File: src/rtl/hazard_ctrl_pkg.sv
// rtl/hazard_ctrl_pkg.sv - shared definitions for the pipeline hazard controller
//
// Contents:
//   hz_state_e    : controller state encoding (HZ_RUN / HZ_MEM_WAIT)
//   HZ_NOP_INSTR  : instruction word loaded into a register when it is bubbled
//   hz_sat_inc_32 : saturating increment for 32-bit counters
//   hz_sat_inc_16 : saturating increment for 16-bit counters
package hazard_ctrl_pkg;

  typedef enum logic {
    HZ_RUN      = 1'b0,
    HZ_MEM_WAIT = 1'b1
  } hz_state_e;

  // addi x0, x0, 0
  localparam logic [31:0] HZ_NOP_INSTR = 32'h0000_0013;

  function automatic logic [31:0] hz_sat_inc_32(input logic [31:0] v);
    return (v == 32'hFFFF_FFFF) ? v : v + 32'd1;
  endfunction

  function automatic logic [15:0] hz_sat_inc_16(input logic [15:0] v);
    return (v == 16'hFFFF) ? v : v + 16'd1;
  endfunction

endpackage

File: src/rtl/hazard_ctrl_load_use_detect.sv
// rtl/hazard_ctrl_load_use_detect.sv - combinational load-use hazard detector
//
// Ports:
//   i_rs1_id, i_rs2_id           : source register indices of the ID instruction
//   i_rs1_used_id, i_rs2_used_id : ID instruction actually reads that source
//   i_rd_ex                      : destination index of the EX instruction
//   i_mem_read_ex                : EX instruction is a load
//   o_load_use                   : ID needs a value the EX load has not produced yet
module load_use_detect (
  input  logic [4:0] i_rs1_id,
  input  logic [4:0] i_rs2_id,
  input  logic       i_rs1_used_id,
  input  logic       i_rs2_used_id,
  input  logic [4:0] i_rd_ex,
  input  logic       i_mem_read_ex,
  output logic       o_load_use
);

  logic w_rd_nonzero;
  logic w_rs1_hit;
  logic w_rs2_hit;

  // x0 is never written, so a load to x0 cannot create a dependency.
  assign w_rd_nonzero = (i_rd_ex != 5'd0);
  assign w_rs1_hit    = i_rs1_used_id && (i_rs1_id == i_rd_ex);
  assign w_rs2_hit    = i_rs2_used_id && (i_rs2_id == i_rd_ex);
  assign o_load_use   = i_mem_read_ex && w_rd_nonzero && (w_rs1_hit || w_rs2_hit);

endmodule

File: src/rtl/hazard_ctrl.sv
// rtl/hazard_ctrl.sv - pipeline stall / flush / redirect controller
//
// Ports:
//   clk, rstn                     : clock, asynchronous active-low reset
//   rs1_id, rs2_id, rs*_used_id   : ID-stage source operands
//   rd_ex, mem_read_ex            : EX-stage destination and load flag
//   branch_taken_ex, target_ex    : EX-stage taken branch pulse and target
//   dmem_busy                     : data memory not ready, MEM must hold
//   stall_pc .. stall_ex_mem      : hold the named pipeline register
//   bubble_id_ex, bubble_mem_wb   : load a NOP into the named register
//   flush_if_id                   : squash IF/ID
//   pc_redirect, pc_target        : one-cycle PC load and its address
//   stall_cycles, flush_count     : saturating performance counters
//
// Optional feature macro: HAZARD_PERF_EN (counters implemented; tied to 0 otherwise).
module hazard_ctrl
  import hazard_ctrl_pkg::*;
(
  input  logic        clk,
  input  logic        rstn,
  input  logic [4:0]  rs1_id,
  input  logic [4:0]  rs2_id,
  input  logic        rs1_used_id,
  input  logic        rs2_used_id,
  input  logic [4:0]  rd_ex,
  input  logic        mem_read_ex,
  input  logic        branch_taken_ex,
  input  logic [31:0] target_ex,
  input  logic        dmem_busy,
  output logic        stall_pc,
  output logic        stall_if_id,
  output logic        stall_id_ex,
  output logic        stall_ex_mem,
  output logic        bubble_id_ex,
  output logic        bubble_mem_wb,
  output logic        flush_if_id,
  output logic        pc_redirect,
  output logic [31:0] pc_target,
  output logic [31:0] stall_cycles,
  output logic [15:0] flush_count
);

  hz_state_e   r_state;
  logic        r_pend_valid;
  logic [31:0] r_pend_target;

  logic w_load_use;
  logic w_hold;
  logic w_exit;
  logic w_pend_redirect;
  logic w_redirect;
  logic w_lu_stall;

  load_use_detect u_load_use_detect (
    .i_rs1_id      (rs1_id),
    .i_rs2_id      (rs2_id),
    .i_rs1_used_id (rs1_used_id),
    .i_rs2_used_id (rs2_used_id),
    .i_rd_ex       (rd_ex),
    .i_mem_read_ex (mem_read_ex),
    .o_load_use    (w_load_use)
  );

  // The cycle that first sees dmem_busy already holds the pipe, and the
  // MEM_WAIT cycle that sees it drop already releases, so the hold is
  // exactly the busy input in either state.
  assign w_hold          = dmem_busy;
  assign w_exit          = (r_state == HZ_MEM_WAIT) && !dmem_busy;
  assign w_pend_redirect = w_exit && r_pend_valid;
  assign w_redirect      = !w_hold && (branch_taken_ex || w_pend_redirect);
  assign w_lu_stall      = !w_hold && !w_redirect && w_load_use;

  // Every output is forced low while reset is asserted.
  assign stall_pc      = rstn && (w_hold || w_lu_stall);
  assign stall_if_id   = rstn && (w_hold || w_lu_stall);
  assign stall_id_ex   = rstn && w_hold;
  assign stall_ex_mem  = rstn && w_hold;
  assign bubble_mem_wb = rstn && w_hold;
  assign bubble_id_ex  = rstn && (w_redirect || w_lu_stall);
  assign flush_if_id   = rstn && w_redirect;
  assign pc_redirect   = rstn && w_redirect;
  assign pc_target     = !rstn          ? 32'd0 :
                         w_pend_redirect ? r_pend_target : target_ex;

  always_ff @(posedge clk or negedge rstn) begin
    if (!rstn) begin
      r_state <= HZ_RUN;
    end else begin
      case (r_state)
        HZ_RUN:      r_state <= dmem_busy ? HZ_MEM_WAIT : HZ_RUN;
        HZ_MEM_WAIT: r_state <= dmem_busy ? HZ_MEM_WAIT : HZ_RUN;
        default:     r_state <= HZ_RUN;
      endcase
    end
  end

  // A branch resolved while memory is stalled is parked here until the
  // pipe releases; a later branch during the same stall replaces it.
  always_ff @(posedge clk or negedge rstn) begin
    if (!rstn) begin
      r_pend_valid  <= 1'b0;
      r_pend_target <= 32'd0;
    end else if (dmem_busy && branch_taken_ex) begin
      r_pend_valid  <= 1'b1;
      r_pend_target <= target_ex;
    end else if (w_exit) begin
      r_pend_valid  <= 1'b0;
    end
  end

`ifdef HAZARD_PERF_EN
  logic [31:0] r_stall_cycles;
  logic [15:0] r_flush_count;

  always_ff @(posedge clk or negedge rstn) begin
    if (!rstn) begin
      r_stall_cycles <= 32'd0;
      r_flush_count  <= 16'd0;
    end else begin
      if (w_hold) begin
        r_stall_cycles <= hz_sat_inc_32(r_stall_cycles);
      end
      if (w_redirect) begin
        r_flush_count <= hz_sat_inc_16(r_flush_count);
      end
    end
  end

  assign stall_cycles = r_stall_cycles;
  assign flush_count  = r_flush_count;
`else
  assign stall_cycles = 32'd0;
  assign flush_count  = 16'd0;
`endif

endmodule

File: config.mk
export PLATFORM = sky130hd
export DESIGN_NAME = hazard_ctrl
export DESIGN_NICKNAME = d
export VERILOG_FILES = /design/src/rtl/hazard_ctrl_pkg.sv /design/src/rtl/hazard_ctrl_load_use_detect.sv /design/src/rtl/hazard_ctrl.sv
export SDC_FILE = /design/constraint.sdc
export NUM_CORES = 1
export LEC_CHECK = 0
export CAP_MARGIN = 25
export CORE_MARGIN = 2
export CORE_UTILIZATION = 35
export DETAILED_ROUTE_END_ITERATION = 8
export HOLD_SLACK_MARGIN = 0.12
export PLACE_DENSITY_LB_ADDON = 0.12
export SLEW_MARGIN = 30
export SYNTH_ARGS = -nofsm -noshare
export SYNTH_HDL_FRONTEND = slang
export SYNTH_HIERARCHICAL = 1
export SYNTH_SLANG_ARGS = --single-unit
File: constraint.sdc
create_clock -name clk -period 2.8 [get_ports clk]
set_input_delay 0.84 -clock clk [delete_from_list [all_inputs] [get_ports clk]]
set_output_delay 0.84 -clock clk [all_outputs]
set_load 0.01 [all_outputs]
==> results of run 1 <==
==> cell type report <==
cell class	instances	area, sq um
Clock buffer	7	86.3
Clock inverter	1	5.00
Fill cell	672	3310
Inverter	2	7.51
Multi-Input combinational cell	203	1330
Sequential cell	34	851
Tap cell	96	120
Timing Repair Buffer	118	1090
==> stage by stage <==
step / cells / area (sq um) / setup TNS (ns) / hold WS (ns)
after floorplan: 305 / 2640 / 0 / 0.449
after global placement: 448 / 3430 / -23.40 / 0.484
after detailed placement: 448 / 3430 / -23.65 / 0.492
after CTS: 462 / 3460 / -0.167 / 0.502
after global routing: 461 / 3480 / -0.370 / 0.508
final: 461 / 3480 / -0.148 / 0.506
==> layer usage <==
| metal | global-route usage (%) | wire length [um] | vias to the layer above |
|---|---|---|---|
| li1 | - | - | 962 |
| met1 | 17.9 | 2290 | 907 |
| met2 | 22.8 | 2590 | 78 |
| met3 | 4.05 | 382 | 6 |
| met4 | 3.50 | 53 | 0 |
| met5 | 0 | 0 | - |
==> power by group <==
| group | switching [mW] | internal (mW) | total [mW] |
|---|---|---|---|
| Combinational | 0.195 | 0.242 | 0.437 |
| Sequential | 0.0328 | 0.562 | 0.595 |
| Clock | 0.171 | 0.198 | 0.369 |
| Total | 0.398 | 1.00 | 1.40 |
==> cells in the final DEF, fill, tap and decap left out, types with 3 or more instances in the layout <==
cell and instances:
conb_1 48, buf_2 34, dlymetal6s2s_1 4, mux2i_1 30, clkbuf_8 6, mux2_2 32, clkbuf_2 3, buf_6 5
clkdlybuf4s50_1 37, buf_4 15, xor2_1 7, a21oi_2 3, buf_12 7, dfrtp_1 34, dlygate4sd2_1 6, buf_8 3
nand2_1 65
==> worst paths after layout <==
check,startpoint,end,slack (ns),depth (start not counted)
setup / recovery,rd_ex[3],stall_pc,-0.05,6
hold reg to reg,r_pend_target[7]$_DFFE_PN0P_,r_pend_target[7]$_DFFE_PN0P_,0.51,1
max in group asynchronous,rstn,r_pend_target[6]$_DFFE_PN0P_,1.97,3
hold / removal,rstn,r_pend_target[12]$_DFFE_PN0P_,0.51,2
min in group clk,r_pend_target[7]$_DFFE_PN0P_,r_pend_target[7]$_DFFE_PN0P_,0.51,1
setup reg to reg,r_pend_valid$_DFFE_PN0P_,r_pend_valid$_DFFE_PN0P_,2.03,2
==> registers in the layout, indices dropped and copies added (netlist names) <==
name	flops
r_pend_valid	1
r_pend_target	32
r_state	1
==> logic make-up after synthesis <==
group                     Yosys count
AOI/OAI and AO/OA                   7
xor gates and xnor gates           10
buffers and inverters              68
DFF                                34
muxes                              64
other                               1
and+or+nand+nor                    74
==> repair_timing <==
item	4_1_cts	5_1_grt
gates cloned	2	0
buffers inserted	4	0
pin swaps	12	12
endpoints found under the setup margin	40	12
gates resized for setup	189	20
==> results.txt, run 1 <==
via density per instance: 4.24
clk_lat worst skew: 0.28 ns
Yosys warning count: 6
DIE WIDTH: 87.9 um
CP Capture Type: output port
outcome: finished with violations
CP max-delay cell: or4_4
Synth Area in XOR/XNOR: 3.55%
Post-Route WL: 5320 um
Max-Cap Viols: 0
Leak: 1.70 nW
TritonCTS buffer count: 5
Synth Area in Compound Gates: 1.57%
maximum vdd drop: 218 uV
final setup fails: 3
area grow syn2layout: 41.3%
Overflow after GRT: 0
delay-heaviest family, CP: simple AND/OR/NAND/NOR gates
most common cell in the netlist: nand2_1
Commonest cells post-synth: 65 x nand2_1, 55 x buf_4, 34 x dfrtp_1
Nets: 418
PwrDens: 402 mW/mm^2
number of global-route vias before repair: 1755
Simple-Gate Fraction of Synth Area: 12.4%
CP Data Required Time: 1.96 ns
RSZ-0062 raised after global routing: yes
CTS Buffer Depth: 2
number of flops mapped to enable cells by yosys: 0
clock skew: 0.0000122 ns
GRT Util Overall: 13.8%
CP arrival: 2.01 ns
post-route ant nets: 0
Die Ht: 87.9 um
worst slack, placed: -0.825 ns
setup ws final: -0.0504 ns
Iteration-0 DRC Markers: 49
Mean Syn Cell Area: 9.56 sq um
hold crit path type: in -> async
failing checks: negative setup slack
mux cell area share after synthesis: 27.6%
Power, Total: 1.40 mW
register bit total from synthesis: 34
port bufs: 93
WP buf/inv: 2
critical-path cell list: buf_8 > or4_4 > o21ai_2 > a21oi_2 > a31o_2 > buf_6
Final Slew Violations: 0
first-pass GRT wire length: 8360 um
ys flop type: dfrtp_1
clk root buf: clkbuf_8
Seq/Total Area, Yosys: 34.5%
largest family of logic cells by synthesized area: multiplexers
full die area: 0.00773 sq mm
crit-path max FO: 3
Hold-fix buffers, CTS: 0
WS Path Type: in -> out
post-route minimum period: 2.85 ns
Site Rows: 30
RD Place Congestion: 0.782
Post-Synthesis Cells: 258
proportion of layout cells with a drive suffix above 1: 32.6%
core footprint: 0.00679 sq mm
via count: 1953
detailed-route DRC error count: 0
TritonCTS Sinks: 34
initial antenna violation count: 0
I/O pin total: 142
Avg WL per Cell: 11.5 um
CP max stage delay: 0.52 ns
TritonCTS clock tree: built
Area contributors post-synth: dfrtp_1 35%, buf_4 17%, mux2_2 15%, mux2i_1 13%, nand2_1 9.9%
largest net degree at the start of global routing: 45
drt pass-1 iters: 4
fraction of the mapped netlist area in adder cells: 0%
hpwl dp: 3950 um
Initial Util: 36.3%
Synth top area share: 34.5%
startpoint types: primary input
Ant. Diodes: 0
clk slew on worst S/H paths: 0.06 ns
final hold vios: 0
FFs w/ async S/R, synth: 100%
Synth area leader: dfrtp_1
final core utilization: 51.3%
H-tree levels: 2
Yosys cell types: 24
f_max: 0.351 GHz
Mapped Area: 0.00247 sq mm
period utilization: 102%
(Power assumes the default switching activity.)
==> run 2: changes to the inputs <==
--- a/config.mk
+++ b/config.mk
@@ -7,12 +7,11 @@
 export LEC_CHECK = 0
 export CAP_MARGIN = 25
 export CORE_MARGIN = 2
-export CORE_UTILIZATION = 35
+export CORE_UTILIZATION = 38
 export DETAILED_ROUTE_END_ITERATION = 8
 export HOLD_SLACK_MARGIN = 0.12
 export PLACE_DENSITY_LB_ADDON = 0.12
 export SLEW_MARGIN = 30
 export SYNTH_ARGS = -nofsm -noshare
 export SYNTH_HDL_FRONTEND = slang
-export SYNTH_HIERARCHICAL = 1
 export SYNTH_SLANG_ARGS = --single-unit
==> run 2 against run 1 <==
Net effect: the flow still finishes with violations (negative setup slack); hold slack got worse by 0.0066 ns; sequential share of layout area increased by 0.21 points; setup slack better by 0.042 ns; sequential cell count unchanged; sequential power is essentially flat; non-clock buffer count rose by 12; critical endpoint is now bubble_id_ex.
==> results.txt, run 2 <==
outcome: finished with violations (unchanged)
failing checks: negative setup slack (unchanged)
Post-Synthesis Cells: 259 (was 258)
f_max: 0.356 GHz (was 0.351 GHz)
Final Slew Violations: 0 (unchanged)
register bit total from synthesis: 34 (unchanged)
Most flops, register: r_pend_target (unchanged)
post-route ant nets: 0 (unchanged)
I/O pin total: 142 (unchanged)
TritonCTS clock tree: built (unchanged)
Mean Syn Cell Area: 9.14 sq um (was 9.56 sq um)
Comb pwr share: 29.3% (was 31.2%)
largest net degree at the start of global routing: 25 (was 45)
CTS Buffer Depth: 2 (unchanged)
Ant. Diodes: 0 (unchanged)
final core utilization: 58.0% (was 51.3%)
Die Ht: 82.9 um (was 87.9 um)
Synth top area share: 35.9% (was 34.5%)
WS Path Type: in -> out (unchanged)
Power, Total: 1.43 mW (was 1.40 mW)
proportion of layout cells with a drive suffix above 1: 36.4% (was 32.6%)
Synth area leader: dfrtp_1 (unchanged)
Yosys cell types: 25 (was 24)
clock share of power: 29.2% (was 26.3%)
Site Rows: 28 (was 30)
first-pass GRT wire length: 9340 um (was 8360 um)
cell-internal power: 1.04 mW (was 1.00 mW)
clock skew: 0.00390 ns (was 0.0000122 ns)
CP max stage delay: 0.30 ns (was 0.52 ns)
H-tree levels: 2 (unchanged)
DIE WIDTH: 82.9 um (was 87.9 um)
clk root buf: clkbuf_8 (unchanged)
Leak: 1.70 nW (about the same)
most frequent cells in the layout: 67 x nand2_1, 48 x conb_1, 39 x clkdlybuf4s50_1 (was 65 x nand2_1, 48 x conb_1, 37 x clkdlybuf4s50_1)
Mapped Area: 0.00237 sq mm (was 0.00247 sq mm)
most common cell after layout, fill and taps aside: nand2_1 (unchanged)
Sw Share: 27.4% (was 28.4%)
final hold vios: 0 (unchanged)
maximum vdd drop: 191 uV (was 218 uV)
startpoint types: primary input (unchanged)
RD Place Congestion: 0.713 (was 0.782)
Overflow after GRT: 0 (unchanged)
Post-Route WL: 5560 um (was 5320 um)
Initial Util: 39.7% (was 36.3%)
FFs w/ async S/R, synth: 100% (unchanged)
Seq/Total Area, Yosys: 35.9% (was 34.5%)
core footprint: 0.00596 sq mm (was 0.00679 sq mm)
final setup fails: 1 (was 3)
clk slew on worst S/H paths: 0.07 ns (was 0.06 ns)
drt pass-1 iters: 4 (unchanged)
port bufs: 93 (unchanged)
CP Data Required Time: 1.96 ns (about the same)
initial antenna violation count: 0 (unchanged)
Area contributors post-synth: dfrtp_1 36%, buf_4 16%, mux2_2 15%, nand2_1 11%, a21boi_0 10% (was dfrtp_1 35%, buf_4 17%, mux2_2 15%, mux2i_1 13%, nand2_1 9.9%)
Largest register FFs: 32 (unchanged)
crit-path max FO: 2 (was 3)
setup ws final: -0.00878 ns (was -0.0504 ns)
share of power burned in registers: 41.4% (was 42.5%)
CP Capture Type: output port (unchanged)
Area after DPL: 0.00338 sq mm (was 0.00343 sq mm)
Avg WL per Cell: 12.2 um (was 11.5 um)
full die area: 0.00688 sq mm (was 0.00773 sq mm)
post-route minimum period: 2.81 ns (was 2.85 ns)
Yosys warning count: 0 (was 6)
CP arrival: 1.97 ns (was 2.01 ns)
area grow syn2layout: 45.9% (was 41.3%)
PwrDens: 415 mW/mm^2 (was 402 mW/mm^2)
GRT Util Overall: 16.7% (was 13.8%)
TritonCTS Sinks: 34 (unchanged)
P_sw: 0.394 mW (was 0.398 mW)
critical-path cell list: buf_6 > xor2_2 > nor4_2 > a32oi_2 > buf_4 > o22ai_2 > buf_2 (was buf_8 > or4_4 > o21ai_2 > a21oi_2 > a31o_2 > buf_6)
Max-Cap Viols: 0 (unchanged)
period utilization: 100% (was 102%)
TritonCTS buffer count: 5 (unchanged)
via count: 2011 (was 1953)
Commonest cells post-synth: 67 x nand2_1, 52 x buf_4, 34 x dfrtp_1 (was 65 x nand2_1, 55 x buf_4, 34 x dfrtp_1)
RSZ-0062 raised after global routing: yes (unchanged)
ys flop type: dfrtp_1 (unchanged)
number of flops mapped to enable cells by yosys: 0 (unchanged)
clk_lat worst skew: 0.28 ns (about the same)
Nets: 432 (was 418)
most common cell in the netlist: nand2_1 (unchanged)
number of global-route vias before repair: 1955 (was 1755)
Iteration-0 DRC Markers: 46 (was 49)
hold crit path type: reg -> reg (was in -> async)
CP max-delay cell: nor4_2 (was or4_4)
hpwl dp: 4130 um (was 3950 um)
via density per instance: 4.43 (was 4.24)
biggest regs: r_pend_target (32), r_pend_valid (1), r_state (1) (unchanged)
detailed-route DRC error count: 0 (unchanged)
final instance area: 0.00345 sq mm (was 0.00348 sq mm)
## run 2: cell types whose count changed after synthesis, moves of 2 or more
cell,change
buf_4,-3
a21oi_1,-3
nand3_1,-2
buf_6,-4
nand2_1,+2
mux2i_1,-32
clkbuf_1,+3
a21boi_0,+32
buf_2,+3
## run 2: metrics by stage
stage	instances	hold slack (ns)	TNS, ns	worst slack, ns
final	454	0.499	-0.00878	-0.00878
after global placement	440	0.457	-26.40	-0.845
after CTS	455	0.492	-0.0253	-0.0253
after floorplan	306	0.449	0	0.0237
after global routing	454	0.517	-0.275	-0.0977
after detailed placement	440	0.492	-28.46	-0.832
## run 2: power groups by stage
| stage | registers, mW | clock network (mW) | logic [mW] |
|---|---|---|---|
| finish | 0.594 | 0.420 | 0.421 |
| global route | 0.603 | 0.458 | 0.464 |
| CTS | 0.594 | 0.436 | 0.422 |
| detailed placement | 0.603 | 0 | 0.433 |
| global placement | 0.600 | 0 | 0.427 |
| floorplan | 0.595 | 0 | 0.257 |
## run 2: worst paths after layout
check,start,to,slack [ns],cells after the start
setup / recovery,rs1_id[1],bubble_id_ex,-0.009,7
hold / removal,r_state$_DFF_PN0_,r_pend_valid$_DFFE_PN0P_,0.50,1
setup reg to reg,r_pend_target[9]$_DFFE_PN0P_,r_pend_target[9]$_DFFE_PN0P_,2.05,1
hold reg to reg,r_state$_DFF_PN0_,r_pend_valid$_DFFE_PN0P_,0.50,1
max in group asynchronous,rstn,r_pend_target[0]$_DFFE_PN0P_,1.90,3
min in group asynchronous,rstn,r_pend_valid$_DFFE_PN0P_,0.59,2
## run 2: final cells by class
| class | count | area (sq um) |
|---|---|---|
| clock buffer | 8 | 110 |
| fill | 574 | 2500 |
| inverter | 2 | 7.51 |
| multi-input combinational | 205 | 1300 |
| sequential | 34 | 851 |
| tap | 75 | 93.8 |
| timing repair buffer | 130 | 1090 |
## run 2: repair_timing
action,in CTS,in global routing
pin swaps,16,3
hold endpoints to repair,0,0
resized for setup,205,29
endpoints found under the setup margin,40,20
hold buffers,0,0
buffers inserted,6,0
gates cloned,1,0
## run 2: kinds of logic (layout without fill, tap and decap cells)
family	after synthesis	after routing	share of synthesized area [%]
buffers and inverters	67	140	19.3
other	1	48	0.158
XOR/XNOR	10	10	3.70
flip-flops	34	34	35.9
AND/OR/NAND/NOR	77	77	13.5
multiplexers	32	32	15.2
AO/OA/AOI/OAI	38	38	12.1
## run 2: critical path: cells and delay by family
family / cells / cell delay (ns)
buffers and inverters: 3 / 0.40
AND/OR/NAND/NOR: 1 / 0.30
AO/OA/AOI/OAI: 2 / 0.25
XOR/XNOR: 1 / 0.17
## run 2: layer usage
layer,vias up,part of all wire [%],track usage (%)
li1,988,-,-
met1,924,42,21.0
met2,91,48,27.3
met3,8,7.8,4.47
met4,0,1.6,6.26
met5,-,0,0
==> run 3: changes to the inputs <==
--- a/config.mk
+++ b/config.mk
@@ -8,6 +8,7 @@
 export CAP_MARGIN = 25
 export CORE_MARGIN = 2
 export CORE_UTILIZATION = 38
+export CTS_CLUSTER_SIZE = 8
 export DETAILED_ROUTE_END_ITERATION = 8
 export HOLD_SLACK_MARGIN = 0.12
 export PLACE_DENSITY_LB_ADDON = 0.12
==> results of run 3 <==
Same layout as run 2: the final DEF is identical, and so are final timing and power.
